`config.mk`:
```
export PLATFORM = sky130hd
export DESIGN_NAME = missile_pool
export DESIGN_NICKNAME = d
export VERILOG_FILES = /design/src/rtl/missile_pool.sv
export SDC_FILE = /design/constraint.sdc
export NUM_CORES = 1
export LEC_CHECK = 0
export ABC_CLOCK_PERIOD_IN_PS = 4400
export BUFFER_PORTS_ARGS = -buffer_cell sky130_fd_sc_hd__buf_2
export CAP_MARGIN = 20
export CORE_MARGIN = 8
export CORE_UTILIZATION = 60
export CTS_CLUSTER_SIZE = 14
export DETAILED_ROUTE_END_ITERATION = 8
export PLACE_DENSITY = 0.91
export SLEW_MARGIN = 20
export SYNTH_ARGS = -nofsm -noshare
export SYNTH_HDL_FRONTEND = slang
export SYNTH_SLANG_ARGS = --single-unit
```
`constraint.sdc`:
```
create_clock -name clk_22 -period 4.4 [get_ports clk_22]
set_clock_uncertainty 0.1 [all_clocks]
set_input_delay 1.1 -clock clk_22 [delete_from_list [all_inputs] [get_ports clk_22]]
set_output_delay 1.1 -clock clk_22 [all_outputs]
set_load 0.01 [all_outputs]
```
`src/rtl/missile_pool.sv`:
```
// Pool of N_SLOTS missiles launched from the robot position.
// Each slot flies in its latched direction until it leaves the screen or is hit.
module missile_pool #(
    parameter int         N_SLOTS  = 4,
    parameter logic [9:0] STEP     = 10'd50,
    parameter int         CD_TICKS = 10,
    parameter int         X_MAX    = 640,
    parameter int         Y_MAX    = 480,
    parameter int         MARGIN   = 3
) (
    input  logic                    clk_22,
    input  logic                    rst,
    input  logic                    pause,
    input  logic                    shoot_sign,
    input  logic [1:0]              dir,
    input  logic [9:0]              r_x,
    input  logic [9:0]              r_y,
    input  logic [N_SLOTS-1:0]      hit_clear,
    output logic [10*N_SLOTS-1:0]   m_x,
    output logic [10*N_SLOTS-1:0]   m_y,
    output logic [N_SLOTS-1:0]      show_valid,
    output logic                    cd_sign,
    output logic [3:0]              active_cnt
);
    typedef enum logic {IDLE = 1'b0, ACTIVE = 1'b1} slot_e;

    localparam int CW = (CD_TICKS < 2) ? 1 : $clog2(CD_TICKS + 1);
    localparam logic signed [11:0] LO  = 12'(MARGIN);
    localparam logic signed [11:0] XHI = 12'(X_MAX);
    localparam logic signed [11:0] YHI = 12'(Y_MAX);
    localparam logic signed [11:0] STP = {2'b00, STEP};

    slot_e             st_q  [N_SLOTS];
    slot_e             st_d  [N_SLOTS];
    logic [1:0]        dir_q [N_SLOTS];
    logic [1:0]        dir_d [N_SLOTS];
    logic [9:0]        x_q   [N_SLOTS];
    logic [9:0]        x_d   [N_SLOTS];
    logic [9:0]        y_q   [N_SLOTS];
    logic [9:0]        y_d   [N_SLOTS];
    logic signed [11:0] nx   [N_SLOTS];
    logic signed [11:0] ny   [N_SLOTS];
    logic [CW-1:0]     cd_q, cd_d;
    logic              shoot_q, shoot_d;
    logic [N_SLOTS-1:0] off, sel;
    logic              found, req, launch;

    // Candidate move in 12-bit signed space so leaving the screen never wraps.
    always_comb begin
        logic signed [11:0] dx, dy;
        for (int i = 0; i < N_SLOTS; i++) begin
            dx = '0;
            dy = '0;
            unique case (dir_q[i])
                2'b00: dx = STP;
                2'b01: dx = -STP;
                2'b10: dy = -STP;
                2'b11: dy = STP;
            endcase
            nx[i]  = $signed({2'b00, x_q[i]}) + dx;
            ny[i]  = $signed({2'b00, y_q[i]}) + dy;
            off[i] = (nx[i] < LO) || (nx[i] >= XHI) ||
                     (ny[i] < LO) || (ny[i] >= YHI);
        end
    end

    always_comb begin
        found = 1'b0;
        sel   = '0;
        for (int i = 0; i < N_SLOTS; i++) begin
            if (!found && st_q[i] == IDLE) begin
                sel[i] = 1'b1;
                found  = 1'b1;
            end
        end
    end

    always_comb begin
        req     = shoot_sign & ~shoot_q;
        launch  = req & ~pause & (cd_q == '0) & found;
        shoot_d = shoot_sign;
        for (int i = 0; i < N_SLOTS; i++) begin
            st_d[i]  = st_q[i];
            dir_d[i] = dir_q[i];
            x_d[i]   = x_q[i];
            y_d[i]   = y_q[i];
            if (!pause) begin
                if (st_q[i] == IDLE) begin
                    x_d[i] = r_x;
                    y_d[i] = r_y;
                    if (launch && sel[i]) begin
                        st_d[i]  = ACTIVE;
                        dir_d[i] = dir;
                    end
                end else if (hit_clear[i] || off[i]) begin
                    st_d[i] = IDLE;
                end else begin
                    x_d[i] = nx[i][9:0];
                    y_d[i] = ny[i][9:0];
                end
            end
        end
        cd_d = cd_q;
        if (launch)
            cd_d = CW'(CD_TICKS);
        else if (!pause && cd_q != '0)
            cd_d = cd_q - CW'(1);
    end

    always_ff @(posedge clk_22 or negedge rst) begin
        if (!rst) begin
            for (int i = 0; i < N_SLOTS; i++) begin
                st_q[i]  <= IDLE;
                dir_q[i] <= 2'b00;
                x_q[i]   <= 10'd100;
                y_q[i]   <= 10'd140;
            end
            cd_q    <= '0;
            shoot_q <= 1'b0;
        end else begin
            for (int i = 0; i < N_SLOTS; i++) begin
                st_q[i]  <= st_d[i];
                dir_q[i] <= dir_d[i];
                x_q[i]   <= x_d[i];
                y_q[i]   <= y_d[i];
            end
            cd_q    <= cd_d;
            shoot_q <= shoot_d;
        end
    end

    always_comb begin
        logic [3:0] cnt;
        cnt = '0;
        for (int i = 0; i < N_SLOTS; i++) begin
            show_valid[i]    = (st_q[i] == ACTIVE);
            m_x[10*i +: 10]  = x_q[i];
            m_y[10*i +: 10]  = y_q[i];
            cnt              = cnt + 4'(show_valid[i]);
        end
        active_cnt = cnt;
    end

    assign cd_sign = (cd_q != '0);

endmodule

```
## Word level (Yosys, flattened, before mapping)

Index checks and enable logic that the tools add are counted.

| operators by class | value |
|---|---|
| $add $sub $neg | 12 |
| reduce and logical (&&, ||, !) cells | 42 |
| bitwise gates (word level) | 10 |
| order comparisons | 16 |
| eq/ne operators | 16 |
| muxes and demuxes | 45 |

Operators with widths:

| cell | number |
|---|---|
| $pmux 12 s2 | 8 |
| $mux 10 | 16 |
| $add 11x12->12 | 8 |
| $lt 12x3->1 const B | 8 |
| $ge 12x10->1 const B | 4 |
| $ge 12x11->1 const B | 4 |
| $mux 1 | 19 |
| $eq 2x2->1 const B | 8 |
| $logic_or 1x1->1 | 16 |
| $reduce_and 3->1 | 4 |
| $eq 2x1->1 const B | 4 |
| $logic_and 1x1->1 | 8 |
| $logic_not 2->1 | 4 |
| $mux 4 | 2 |
| $ne 2x2->1 const B | 4 |
| $reduce_and 2->1 | 4 |
| $not 1->1 | 6 |
| $add 3x1->4 | 1 |
| $and 1x1->1 | 4 |
| $logic_not 4->1 | 1 |
| $reduce_bool 4->1 | 1 |
| $sub 4x1->4 const B | 1 |
| $add 2x1->3 | 1 |
| $logic_not 1->1 | 3 |
| other kinds (2) | 2 |

| word-level totals | value |
|---|---|
| register bits after elaboration | 97 |
| output and inout bits | 89 |

## Longest topological paths before layout

| logic depth | value |
|---|---|
| depth in word-level cells | 13 |
| depth in mapped cells | 17 |

## Least setup slack after synthesis

OpenSTA, ideal clock, no wires.

| path | value |
|---|---|
| kind | flip-flop to flip-flop |
| from | reg dir_q[3] (netlist name) |
| to | reg x_q, in the netlist m_x[27] |
| stages on the path, launching flop included | 16 |
| setup slack | 379 ps |
| arrival | 3801 ps |
| path buffers | 3 |
| cell sequence | dfrtp_1 > buf_2 > clkbuf_1 > inv_1 > ha_1 > ha_1 > a2111oi_4 > a211oi_4 > a2111oi_4 > o221ai_1 > nand4_1 > mux2i_1 > or4_1 > buf_2 > or4_1 > o211a_1 |

| between the ends | value |
|---|---|
| word-level cells in the longest chain between the ends | 10 |
| elaborated cells between the ends (all ways) | 20 |
| classes of those cells | add/sub: 2; order compare: 4; eq/ne: 4; mux: 4; reduce/logical: 6 |

Ends and longest elaborated chain:

| what | line | source |
|---|---|---|
| start: declaration | 35 | `logic [1:0] dir_q [N_SLOTS];` |
| start signal: indexed assignment | 123 | `dir_q[i] <= dir_d[i];` |
| $eq 2x1->1 or $logic_not 2->1 (tied branches) | 54 | `unique case (dir_q[i])` |
| $pmux 12 s2 | 54 |  |
| $add 11x12->12 | 60 | `nx[i] = $signed({2'b00, x_q[i]}) + dx;` |
| $lt 12x3->1 or $ge 12x11->1 (tied branches) | 62 | `off[i] = (nx[i] < LO) \|\| (nx[i] >= XHI) \|\|` |
| $logic_or 1x1->1 (2 in series) | 62 |  |
| $logic_or 1x1->1 | 63 | `(ny[i] < LO) \|\| (ny[i] >= YHI);` |
| $logic_or 1x1->1 | 95 | `end else if (hit_clear[i] \|\| off[i]) begin` |
| $ne 2x2->1 (no line) | - |  |
| $reduce_and 2->1 (no line) | - |  |
| end signal: indexed assignment | 124 | `x_q[i] <= x_d[i];` |
| end: declaration | 37 | `logic [9:0] x_q [N_SLOTS];` |

Parallel ways exist; a longest one is shown, timed or not. The select of a mux whose other input is x is not followed.
A chain may end at the register's enable or synchronous reset.

## Final worst setup path

Ends and elaborated chain as after synthesis.

==> summary.md <==
| Metric | Value |
|---|---|
| Status | `finished clean` |
| Max Buffers Root-to-Sink | `2` |
| Cts repair resizes | `0` |
| Pin count of the biggest net entering global routing | `78` |
| Syn_area_per_cell | `7.91 um2` |
| Post-Syn Area | `about 9200 um2` |
| Sequential share of the synthesized area | `26.6%` |
| ANT cells | `0` |
| Hold Path Sink | `cd_q[1]$_DFFE_PN0P_` |
| Via density | `7.05` |
| Post-synth EDFFs | `0` |
| Grt ovf | `0` |
| Detailed-route via count | `between 9000 and 10000` |
| RR Endpoint | `m_x[27]$_DFFE_PN0P_` |
| Worst Path Max Fanout | `24` |
| Clock root buffer | `clkbuf_16` |
| FF+latch count, synth | `97` |
| Total track usage | `between 20 and 30%` |
| Htree depth | `3` |
| Period utilisation layout | `between 90% and 100%` |
| Power per cell area | `481 nW/um2` |
| CTS Hold Bufs | `0` |
| Number of cells on the worst hold path | `2` |
| RSZ-0062 raised after global routing | `no` |
| ANT nets after route | `0` |
| Global-route wire length before repair | `approximately 48000 um` |
| 1st-pass router iterations | `8` |
| Initial Util | `61.0%` |
| Most frequent cells in the layout | `120 x nand2_1, 116 x buf_2, 80 x nor2_1` |
| Maxcap violations | `0` |
| Hold Vio Cnt, Final | `0` |
| Netlist cell types | `86` |
| Warnings, synthesis | `0` |
| FF+latch area | `around 2500 um2` |
| Antenna violations before repair | `0` |
| Die height | `140 um` |
| I/O pin count | `119` |
| Setup TNS | `0 ns` |
| Detailed placement HPWL | `20800 um` |
| Final Max Slew Viols | `0` |
| Die area | `about 20000 um2` |
| Peak supply drop | `roughly 0.36 mV` |
| Worst-skew pair later-pin latency | `0.36 ns` |
| CTS buffer count | `9` |
| Syn-to-layout area delta | `10.1%` |
| R2r setup slk | `0.24 ns` |
| Type of the worst setup path | `register to register` |
| Post-CTS setup buffers | `0` |
| Slew @ Worst Pin | `around 1.1 ns` |
| DR iter-0 viols | `1251` |
| Die width | `140 um` |
| WHS | `around 0.42 ns` |
| # DRC | `0` |
| Cell taking the most area after synthesis | `dfrtp_1` |
| Final #Nets | `1282` |
| I/O Buffers | `117` |
| Wire length per cell after detailed routing | `20.9 um` |
| R2R depth | `13` |
| Post-Synthesis Cells | `1168` |
| Most common cell after layout, fill and taps aside | `nand2_1` |
| Post-Synthesis Net Count | `1228` |
| CORE AREA | `15100 um2` |
| Gpl congestion | `~0.96` |
| Sink Count | `97` |
| Floorplan row count | `45` |
| Synth async-reset ratio | `100%` |
| Leak Pwr | `roughly 4.3 nW` |
| Max-slew headroom | `25.8%` |
| Setup violations, final | `0` |
| Hold Crit Class | `register to register` |
| Reg2reg start | `dir_q[3]$_DFFE_PN0P_` |
| Crit end category | `register` |
| Clock transition at path regs | `0.07 ns` |
| Setup crit start kind | `register` |
| Yosys top cell area share | `between 10% and 20%` |
| Multi-input logic area | `about 6200 um2` |
| WP data required | `4.54 ns` |
| Vias in the first global route | `9271` |
| Share of post-route cells with drive strength above 1 | `18.5%` |
| Ys flop type | `dfrtp_1` |
| FMAX | `approximately 240 MHz` |
| HP Start | `cd_q[1]$_DFFE_PN0P_` |
| Total of fill cells in the finished design | `1210` |
| Wirelength, routed | `between 20000 and 30000 um` |
| TritonCTS clock tree | `built` |
| Final Critical Period | `4.16 ns` |
| Critical Path AT | `4.30 ns` |
| Synth area leaders | `dfrtp_1 20%, dfstp_2 6.8%, nand2_1 4.9%` |
==> synthesized netlist by cell type, types with 25 or more instances <==
cell type	n
a21oi_1	52
a22oi_1	26
buf_2	25
clkbuf_1	71
dfrtp_1	73
ha_1	29
inv_1	40
mux2i_1	36
nand2_1	120
nand3_1	35
nor2_1	80
nor3_1	51
o211ai_1	31
o21ai_0	29
o22ai_1	26
xnor2_1	40
==> registers in the layout (all words and copies together), names as in the netlist <==
register    flops
cd_q            4
dir_q           8
m_x            40
m_y            40
shoot_q         1
show_valid      4
==> stage by stage <==
step / total power [mW] / setup slack (ns) / cell area [um2] / cells / util (%)
floorplan: 3.27 / 0.379 / 9240 / 1168 / -
global placement: 3.89 / 0.414 / 9850 / 1398 / 65.0
detailed placement: 3.98 / 0.269 / 9850 / 1398 / 65.0
CTS: 4.82 / 0.264 / 10100 / 1414 / 67.0
global route: 5.18 / 0.0108 / 10200 / 1415 / 67.1
finish: 4.89 / 0.244 / 10200 / 1415 / 67.1
==> critical path, cell delays in order (launching register included) <==
cell,delay [ns]
dfrtp_1,0.45
inv_1,0.12
ha_1,0.30
ha_1,0.39
nand2_2,0.14
a211oi_4,0.46
a21o_1,0.23
a221oi_2,0.07
a221o_1,0.28
mux2i_1,0.13
or4_1,0.51
buf_4,0.24
or4_1,0.41
o211a_1,0.21
==> logic make-up after synthesis <==
group	count (synthesis)	share of synthesized area, %
compound gates	341	27.4
xor+xnor	56	5.31
fa+ha+maj	30	4.14
buf+inv	148	6.68
flops	97	26.6
mux	47	5.24
other cells	1	0.0406
simple gates	448	24.6
==> per-layer routing <==
metal / global-route usage [%] / up-vias / routed length, um
li1: - / 4518 / -
met2: 44.8 / 677 / 13100
met3: 7.82 / 117 / 3430
met1: 38.0 / 4663 / 11600
met4: 16.2 / 0 / 1480
met5: 0 / - / 0
==> area by class of cell <==
class | count | share of cell area [%]
Clock inverter | 5 | 0.603
Multi-Input combinational cell | 923 | 60.7
Tap cell | 188 | 2.31
Inverter | 40 | 1.48
Sequential cell | 97 | 24.2
Timing Repair Buffer | 151 | 8.49
Clock buffer | 11 | 2.29
==> where the power goes <==
part | internal (mW) | leakage, nW | switching (mW) | total [mW]
Clock | 0.447 | 0.144 | 0.376 | 0.822
Combinational | 1.03 | 3.01 | 1.52 | 2.55
Sequential | 1.10 | 1.12 | 0.414 | 1.52
==> how the worst max path moves through the flow <==
stage	start	end	slack, ns	cells past startpoint
2_1_floorplan	dir_q[3]$_DFFE_PN0P_	m_x[27]$_DFFE_PN0P_	0.38	15
3_3_place_gp	dir_q[3]$_DFFE_PN0P_	m_x[27]$_DFFE_PN0P_	0.41	13
3_5_place_dp	dir_q[3]$_DFFE_PN0P_	m_x[27]$_DFFE_PN0P_	0.27	13
4_1_cts	dir_q[3]$_DFFE_PN0P_	m_x[27]$_DFFE_PN0P_	0.26	13
5_1_grt	dir_q[3]$_DFFE_PN0P_	m_x[27]$_DFFE_PN0P_	0.01	13
6_report	dir_q[3]$_DFFE_PN0P_	m_x[27]$_DFFE_PN0P_	0.24	13
Note: power is estimated with default switching activity, not from simulation.
